`config.mk`:
```
export PLATFORM = sky130hd
export DESIGN_NAME = lif_synapse
export DESIGN_NICKNAME = d
export VERILOG_FILES = /design/src/rtl/snn_pkg.sv /design/src/rtl/decay_ticker.sv /design/src/rtl/lif_synapse.sv
export SDC_FILE = /design/constraint.sdc
export NUM_CORES = 1
export LEC_CHECK = 0
export ABC_AREA = 1
export CAP_MARGIN = 20
export CORE_MARGIN = 5
export CORE_UTILIZATION = 50
export DETAILED_ROUTE_END_ITERATION = 16
export HOLD_SLACK_MARGIN = 0.08
export PLACE_DENSITY = 0.81
export RECOVER_POWER = 25
export SYNTH_ARGS = -nofsm -noshare
export SYNTH_HDL_FRONTEND = slang
export SYNTH_SLANG_ARGS = --single-unit
export TNS_END_PERCENT = 1
```
`constraint.sdc`:
```
create_clock -name clk -period 10.25 [get_ports clk]
set_clock_uncertainty 0.15 [all_clocks]
set_input_delay 2.5625 -clock clk [delete_from_list [all_inputs] [get_ports clk]]
set_output_delay 2.5625 -clock clk [all_outputs]
set_load 0.01 [all_outputs]
```
`src/rtl/snn_pkg.sv`:
```
// Shared definitions for the spiking-neuron blocks: default widths, decay
// parameters, the weight type and an unsigned saturating clamp.
package snn_pkg;

  localparam int W_DEF            = 8;
  localparam int DECAY_SHIFT_DEF  = 3;
  localparam int DECAY_PERIOD_DEF = 4;

  typedef logic signed [W_DEF-1:0] weight_t;

  // Clamp a signed sum into [0, 2^bits-1]; clamped reports whether a bound was hit.
  function automatic logic [31:0] clamp_u(input logic signed [31:0] s,
                                          input int bits,
                                          output logic clamped);
    logic signed [31:0] hi;
    hi      = (32'sd1 <<< bits) - 32'sd1;
    clamped = 1'b0;
    if (s < 0) begin
      clamped = 1'b1;
      return '0;
    end
    if (s > hi) begin
      clamped = 1'b1;
      return hi;
    end
    return s;
  endfunction

endpackage

```
`src/rtl/decay_ticker.sv`:
```
// Modulo-PERIOD counter; tick is high in the last cycle of each period.
module decay_ticker #(
  parameter int PERIOD = 4
) (
  input  logic clk,
  input  logic rst_n,
  output logic tick
);

  localparam int CW = (PERIOD > 1) ? $clog2(PERIOD) : 1;

  logic [CW-1:0] cnt_reg;

  always_ff @(posedge clk or negedge rst_n) begin
    if (!rst_n) begin
      cnt_reg <= '0;
    end else if (tick) begin
      cnt_reg <= '0;
    end else begin
      cnt_reg <= cnt_reg + CW'(1);
    end
  end

  assign tick = (cnt_reg == CW'(PERIOD - 1));

endmodule

```
`src/rtl/lif_synapse.sv`:
```
// Synaptic current generator: per-input signed weights accumulated into an
// unsigned saturating current with periodic exponential decay.
module lif_synapse
  import snn_pkg::*;
#(
  parameter int N_IN         = 3,
  parameter int W            = W_DEF,
  parameter int DECAY_SHIFT  = DECAY_SHIFT_DEF,
  parameter int DECAY_PERIOD = DECAY_PERIOD_DEF,
  parameter int WEIGHT_INIT  = 16
) (
  input  logic            clk,
  input  logic            rst_n,
  input  logic [N_IN-1:0] spike_in,
  input  logic            wr_en,
  input  logic [1:0]      wr_addr,
  input  logic [W-1:0]    wr_data,
  input  logic            sat_clr,
  output logic [W-1:0]    isyn,
  output logic            active,
  output logic            sat
);

  localparam int SW = W + 4;
  localparam logic [W-1:0] W_INIT = W'(WEIGHT_INIT);

  logic [N_IN-1:0][W-1:0]  w_reg;
  logic [N_IN-1:0][SW-1:0] contrib;
  logic [W-1:0]            cur_reg;
  logic [W-1:0]            cur_next;
  logic [W-1:0]            dec_step;
  logic [W-1:0]            decayed;
  logic [W-1:0]            d_cur;
  logic signed [SW-1:0]    sum_next;
  logic                    clamp_hit;
  logic                    active_reg;
  logic                    sat_reg;
  logic                    tick;

  decay_ticker #(.PERIOD(DECAY_PERIOD)) u_ticker (
    .clk   (clk),
    .rst_n (rst_n),
    .tick  (tick)
  );

  always_ff @(posedge clk or negedge rst_n) begin
    if (!rst_n) begin
      for (int i = 0; i < N_IN; i++) w_reg[i] <= W_INIT;
    end else if (wr_en) begin
      for (int i = 0; i < N_IN; i++) begin
        if (wr_addr == 2'(i)) w_reg[i] <= wr_data;
      end
    end
  end

  // Sign-extend each spiking input's weight into the wide accumulator.
  genvar gi;
  generate
    for (gi = 0; gi < N_IN; gi++) begin : g_contrib
      assign contrib[gi] = spike_in[gi] ? {{4{w_reg[gi][W-1]}}, w_reg[gi]} : '0;
    end
  endgenerate

  always_comb begin
    dec_step = cur_reg >> DECAY_SHIFT;
    if (dec_step != '0) begin
      decayed = cur_reg - dec_step;
    end else if (cur_reg != '0) begin
      // Small currents still step down by one so the tail always reaches zero.
      decayed = cur_reg - W'(1);
    end else begin
      decayed = '0;
    end
    d_cur    = tick ? decayed : cur_reg;
    sum_next = {4'b0000, d_cur};
    for (int i = 0; i < N_IN; i++) sum_next = sum_next + contrib[i];
    clamp_hit = 1'b0;
    cur_next  = W'(clamp_u(32'(sum_next), W, clamp_hit));
  end

  always_ff @(posedge clk or negedge rst_n) begin
    if (!rst_n) begin
      cur_reg    <= '0;
      active_reg <= 1'b0;
      sat_reg    <= 1'b0;
    end else begin
      cur_reg    <= cur_next;
      active_reg <= (cur_next != '0);
      sat_reg    <= clamp_hit | (sat_reg & ~sat_clr);
    end
  end

  assign isyn   = cur_reg;
  assign active = active_reg;
  assign sat    = sat_reg;

endmodule

```
==> key figures, run 1 <==
Timing
  – Rel. slew slack: -0.262
  – Tcrit/Tclk final: 0.600
  – Final Max Tran Viols: 37
  – Fin. Hold Viols: 0
  – Final setup fails: 0
  – Fmax: ~0.16 GHz
  – Slew at the pin closest to its max-slew limit: 1.89 ns
  – RSZ-0062 raised after global routing: false
  – Final worst slack: 4.10 ns
  – Min Tclk post-route: 6.15 ns
  – Setup TNS: 0 ns

Clock network
  – Clk sinks: 36
  – H-tree depth: 2
  – CTS tree: done
  – CTS clk-pin slew, worst paths: 0.08 ns
  – Clk buf depth: 2
  – Clock Latency Late Sink: around 0.29 ns
  – Clk root buf: clkbuf_8
  – Post-CTS resize count: 0
  – Post-CTS Setup Repair Bufs: 0
  – # hold bufs at CTS: 0
  – CTS Buf Count: 5

Setup path
  – Critical Path Fanout Max: 9
  – Setup Crit Path Kind: primary input to register
  – Critical Path Sink Type: register
  – Crit path from: spike_in[0]
  – Worst Setup Start Kind: primary input
  – FF-to-FF End: active
  – Worst R2R Start: isyn[0]
  – Worst path slowest cell: clkdlybuf4s50_1
  – Crit path DAT: 6.19 ns
  – Most common cell on crit path: nand2_1
  – CP peak stage delay: 0.55 ns
  – Cell count of the worst reg-to-reg path: 27
  – CP required: 10.29 ns
  – WP buf/inv: 5
  – Critical path depth in cells: 21
  – Family with the most delay on the worst path: adder cells
  – Worst-path cell chain: clkdlybuf4s50_1 -> nand2_1 -> inv_1 -> fa_1 -> inv_1 -> fa_1 -> inv_1 -> ha_1 -> inv_1 -> fa_1 -> nand3b_1 -> nand2_2 -> nand2_1 -> a21oi_1 -> nand2_1 -> nand2_4 -> nand3_1 -> nand2_1 -> nand2_1 -> nor2_1 -> nand2_1
  – Reg2reg setup slack: between 5 and 6 ns
  – CP Capture Point: active

Detailed routing
  – Via Count: 2420
  – Vias per inst: between 5 and 6
  – Drt initial violations: 85
  – Per-cell routed wire length: 12.3 um
  – DRC viols: 0
  – WL final: about 5.9 mm
  – Post-route ant nets: 0
  – Drt pass-1 iters: 4

Place
  – Routability-driven placement congestion ratio: between 0.9 and 1
  – Dpl ws: ~3.8 ns
  – DP HPWL: 4.77 mm
  – Port Buffers: 26
  – Placed cell area: about 3200 um^2

Die
  – Die Wd: 85.6 um
  – Die height: 85.6 um
  – CORE AREA: roughly 5500 um^2
  – Row Count: 27
  – Starting Density: 0.515
  – Total Die Area: 7320 um^2
  – I/O pin cnt: 27

Synthesis
  – EDFF count, synth: 0
  – Yosys top cell area share: 0.289
  – Synth warn: 0
  – Mapped Nets: 433
  – Post-synth top area cell: dfrtp_1
  – Post-synth ARST share: 1.00
  – Most common cell in the netlist: nand2_1
  – Synth area leaders: dfrtp_1, nand2_1, fa_1
  – Distinct cells, synth: 27
  – Ys flop type: dfrtp_1
  – Synth cell count leaders: nand2_1, inv_1, o21ai_0
  – Synthesized area: between 2000 and 3000 um^2
  – Gate Count Post-Synth: 380
  – Post-synthesis sequential area ratio: 0.317
  – Avg Cell Area, Syn: 7.51 um^2
  – Seq cells post-synth: 36

Final layout
  – Ant. Diodes: 0
  – Proportion of layout cells with a drive suffix above 1: 0.0686
  – Max reg flops: 24
  – Syn-to-layout area delta: 15.4%
  – Final nets: 460
  – Final Instance Area: roughly 3300 um^2

Pwr
  – PwrDens: 293 nW/um^2
  – Lkg Pwr: 1.79 nW
  – Worst vdd ir: 0.123 mV

Global routing
  – Number of global-route vias before repair: 2429
  – First-pass GRT wire length: 10.3 mm
  – Initial antenna violation count: 0
  – Aggregate global routing overflow: 0
  – GRT Util Overall: 0.174
  – Largest net degree at the start of global routing: 37

Worst hold path
  – Hold Path Class: register to register

Status
  – Status: finished with violations
  – Failing checks: capacitance limit, slew limit

Flow run
  – Max Cap Violations: 1
-- stage by stage --
stage | std cells | power [mW] | util | hold WS (ns)
2_1_floorplan | 380 | 0.685 | - | 0.253
3_3_place_gp | 472 | 0.818 | 0.575 | 0.263
3_5_place_dp | 472 | 0.841 | 0.575 | 0.284
4_1_cts | 480 | 0.974 | 0.595 | 0.300
5_1_grt | 480 | 1.08 | 0.595 | 0.331
6_report | 480 | 0.966 | 0.595 | 0.292
-- power breakdown --
group	internal, mW	switching [mW]	leakage, nW
sequential	0.178	0.0328	0.424
combinational	0.252	0.378	1.31
clock	0.0720	0.0540	0.0541
-- routing by layer --
| layer | GRT usage | routed length (um) |
|---|---|---|
| met5 | 0 | 0 |
| met3 | 0.0269 | 252 |
| met1 | 0.191 | 2420 |
| met4 | 0.0806 | 169 |
| met2 | 0.327 | 3060 |
-- worst reg2reg max path, delay by kind of cell, from the launching register on --
kind | cells | cell delay [ns]
flops | 1 | 0.40
simple gates | 16 | 1.40
fa+ha+maj | 4 | 1.26
xor+xnor | 1 | 0.14
compound gates | 3 | 0.57
buf+inv | 3 | 0.25
-- layout by cell type (no fill, tap or decap), types with 2 or more instances in the layout --
master | netlist | routed
nand2_1 | 100 | 100
inv_1 | 79 | 79
o21ai_0 | 35 | 35
dfrtp_1 | 33 | 33
clkdlybuf4s50_1 | 0 | 25
nand3_1 | 20 | 20
ha_1 | 19 | 19
nor2_1 | 18 | 18
fa_1 | 17 | 17
a21oi_1 | 16 | 16
clkbuf_8 | 0 | 5
nor2_2 | 4 | 4
xor2_1 | 4 | 4
inv_2 | 3 | 3
nand2_2 | 3 | 3
a22oi_1 | 3 | 3
dfstp_2 | 3 | 3
or2_2 | 2 | 2
nand4_1 | 2 | 2
a21oi_4 | 2 | 2
nand2_4 | 2 | 2
xnor2_1 | 2 | 2
-- worst min path at each step --
stage                              from                  end  slack [ns]  cells after the start
finish              u_ticker.cnt_reg[0]  u_ticker.cnt_reg[0]        0.29                      1
global route        u_ticker.cnt_reg[0]  u_ticker.cnt_reg[0]        0.33                      1
CTS                 u_ticker.cnt_reg[0]  u_ticker.cnt_reg[0]        0.30                      1
detailed placement  u_ticker.cnt_reg[0]  u_ticker.cnt_reg[0]        0.28                      1
global placement    u_ticker.cnt_reg[0]  u_ticker.cnt_reg[0]        0.26                      1
floorplan           u_ticker.cnt_reg[0]  u_ticker.cnt_reg[0]        0.25                      1
-- cell type report --
| cell class | instances | area (um^2) |
|---|---|---|
| repair buffers | 27 | 264 |
| clock inverters | 3 | 42.5 |
| fillers | 537 | 2250 |
| flip-flops and latches | 36 | 905 |
| inverters | 82 | 308 |
| multi-input cells | 255 | 1620 |
| well taps | 72 | 90.1 |
| clock buffers | 5 | 68.8 |
-- logic make-up (layout without fill, tap and decap cells) --
kind of cell,Yosys count,count (layout),share of synthesized area
adder cells (fa/ha/maj),36,36,0.202
XOR/XNOR,6,6,0.0184
AND/OR/NAND/NOR,154,154,0.230
buffers and inverters,89,117,0.117
AO/OA/AOI/OAI,59,59,0.115
flip-flops,36,36,0.317
Power figures use the tool's default switching activity.
==> run 2, diff against run 1 <==
Settings changed: PLACE_DENSITY 0.81 to 0.84.
Clock period 10.25 ns to 5.2 ns, I/O delays scaled along.
==> run 2 against run 1 <==
Against the previous run: the flow still finishes with violations (capacitance limit, slew limit); global-route usage down 0.37 points; utilization is essentially flat; via count stayed put; clock power grew 60%; non-clock buffer count up 3; cell count grew 0.63%; die area unchanged; highest routed layer unchanged; sequential power increased by 97%; worst setup slack got worse by 3.6 ns; critical path depth unchanged; combinational power increased by 97%; first-iteration DRC count is 64% higher.
==> key figures, run 2 (synthesized netlist as in run 1, its figures left out) <==
Status
  – Status: finished with violations
  – Failing checks: capacitance limit, slew limit

Final layout
  – Multi-input gate area: 1620 um^2
  – Finished Core Util: 0.595
  – Most frequent cells in the layout: nand2_1, inv_1, o21ai_0
  – Register Area: 905 um^2
  – Max reg flops: 24
  – Final nets: 463
  – Proportion of layout cells with a drive suffix above 1: 0.0706
  – Syn-to-layout area delta: 15.4%
  – Fillcell total: 512
  – Ant. Diodes: 0
  – Commonest non-fill, non-tap cell in the layout: nand2_1

Flow run
  – Max Cap Violations: 1

Pwr
  – Lkg Pwr: 1.79 nW
  – PwrDens: 564 nW/um^2
  – Worst vdd ir: about 0.24 mV

Clock network
  – # hold bufs at CTS: 0
  – CTS clk-pin slew, worst paths: ~0.060 ns
  – Clock Latency Late Sink: between 0.2 and 0.3 ns
  – Post-CTS resize count: 0
  – Clk buf depth: 2
  – Clk sinks: 36
  – H-tree depth: 2
  – CTS tree: done
  – Post-CTS Setup Repair Bufs: 0
  – Clk root buf: clkbuf_8
  – CTS Buf Count: 5

Place
  – Port Buffers: 26
  – Routability-driven placement congestion ratio: 0.874
  – DP HPWL: 4.80 mm

Setup path
  – Worst Setup Start Kind: primary input
  – Critical Path Fanout Max: 9
  – Crit path DAT: 4.72 ns
  – CP required: 5.22 ns
  – Critical Path Sink Type: register
  – Setup Crit Path Kind: primary input to register

Worst hold path
  – Hold Path Class: register to register

Timing
  – Final setup fails: 0
  – Slew at the pin closest to its max-slew limit: between 1.5 and 2 ns
  – Fin. Hold Viols: 0
  – Rel. slew slack: -0.227
  – RSZ-0062 raised after global routing: false
  – Final Max Tran Viols: 37
  – Tcrit/Tclk final: 0.903
  – Setup TNS: 0 ns
  – Fmax: around 0.21 GHz
  – Min Tclk post-route: 4.69 ns

Detailed routing
  – WL final: 5.76 mm
  – Metal2 WL: between 3 and 4 mm
  – Drt pass-1 iters: 4
  – Drt initial violations: 139
  – Metal-1 WL: 2.44 mm
  – Met3 routed WL: ~240 um
  – Via Count: roughly 2400
  – Top Metal Used: met4
  – Vias per inst: about 5
  – Per-cell routed wire length: 11.9 um
  – Post-route ant nets: 0
  – DRC viols: 0

Global routing
  – Aggregate global routing overflow: 0
  – GRT Util Overall: 0.170
  – Number of global-route vias before repair: around 2400
  – Largest net degree at the start of global routing: 37
  – First-pass GRT wire length: 10.1 mm
  – Initial antenna violation count: 0

Die
  – I/O pin cnt: 27
  – Die height: 85.6 um
  – Row Count: 27
  – CORE AREA: 5540 um^2
  – Total Die Area: between 7000 and 8000 um^2
  – Starting Density: 0.515
  – Die Wd: ~86 um
[run 2: changes by cell type in the layout (fill, tap and decap cells not counted)]
cell / before / now
clkbuf_1: 1 / 3
bufinv_16: 1 / 0
clkinv_2: 1 / 0
clkinvlp_4: 1 / 0
clkbuf_8: 5 / 6
buf_4: 0 / 3
[run 2: path summary, 6_finish.rpt]
path,slack [ns],cells after the start,from,end
max in group asynchronous,1.94,2,rst_n,active
min reg2reg,0.28,1,u_ticker.cnt_reg[0],u_ticker.cnt_reg[0]
min,0.28,1,u_ticker.cnt_reg[0],u_ticker.cnt_reg[0]
max,0.51,21,spike_in[1],active
max reg2reg,0.88,27,isyn[0],active
min in group asynchronous,1.90,2,rst_n,w_reg[5]
[run 2: power by group]
part | internal [mW] | switching [mW]
logic | 0.498 | 0.744
registers | 0.351 | 0.0651
clock network | 0.108 | 0.0939
[run 2: layout make-up]
| cell class | instances | area share |
|---|---|---|
| Clock buffer | 8 | 0.0273 |
| Multi-Input combinational cell | 255 | 0.491 |
| Inverter | 82 | 0.0934 |
| Timing Repair Buffer | 30 | 0.0869 |
| Tap cell | 72 | 0.0273 |
| Sequential cell | 36 | 0.274 |
[run 2: per-stage QoR]
step	setup WS (ns)	cell area, um^2	cells	hold WS (ns)	power (mW)
2_1_floorplan	0.709	2860	380	0.253	1.35
3_3_place_gp	0.301	3210	475	0.262	1.61
3_5_place_dp	0.183	3210	475	0.274	1.66
4_1_cts	0.492	3300	483	0.283	1.88
5_1_grt	0.286	3300	483	0.299	2.09
6_report	0.506	3300	483	0.279	1.86
[run 2: critical path: stages]
cell             delay, ns
clkdlybuf4s50_1       0.45
nand2_1               0.09
inv_1                 0.06
fa_1                  0.49
inv_1                 0.05
fa_1                  0.46
inv_1                 0.07
ha_1                  0.20
inv_1                 0.07
fa_1                  0.39
nand3b_1              0.19
nand2_2               0.10
nand2_1               0.07
a21oi_1               0.13
nand2_1               0.10
nand2_4               0.12
nand3_1               0.08
nand2_1               0.10
nand2_1               0.07
nor2_1                0.09
nand2_1               0.05
[run 2: metal layers]
| layer | global-route usage | up-vias |
|---|---|---|
| met3 | 0.0240 | 9 |
| met5 | 0 | - |
| met2 | 0.323 | 58 |
| met4 | 0.0547 | 0 |
| met1 | 0.196 | 1119 |
| li1 | - | 1234 |
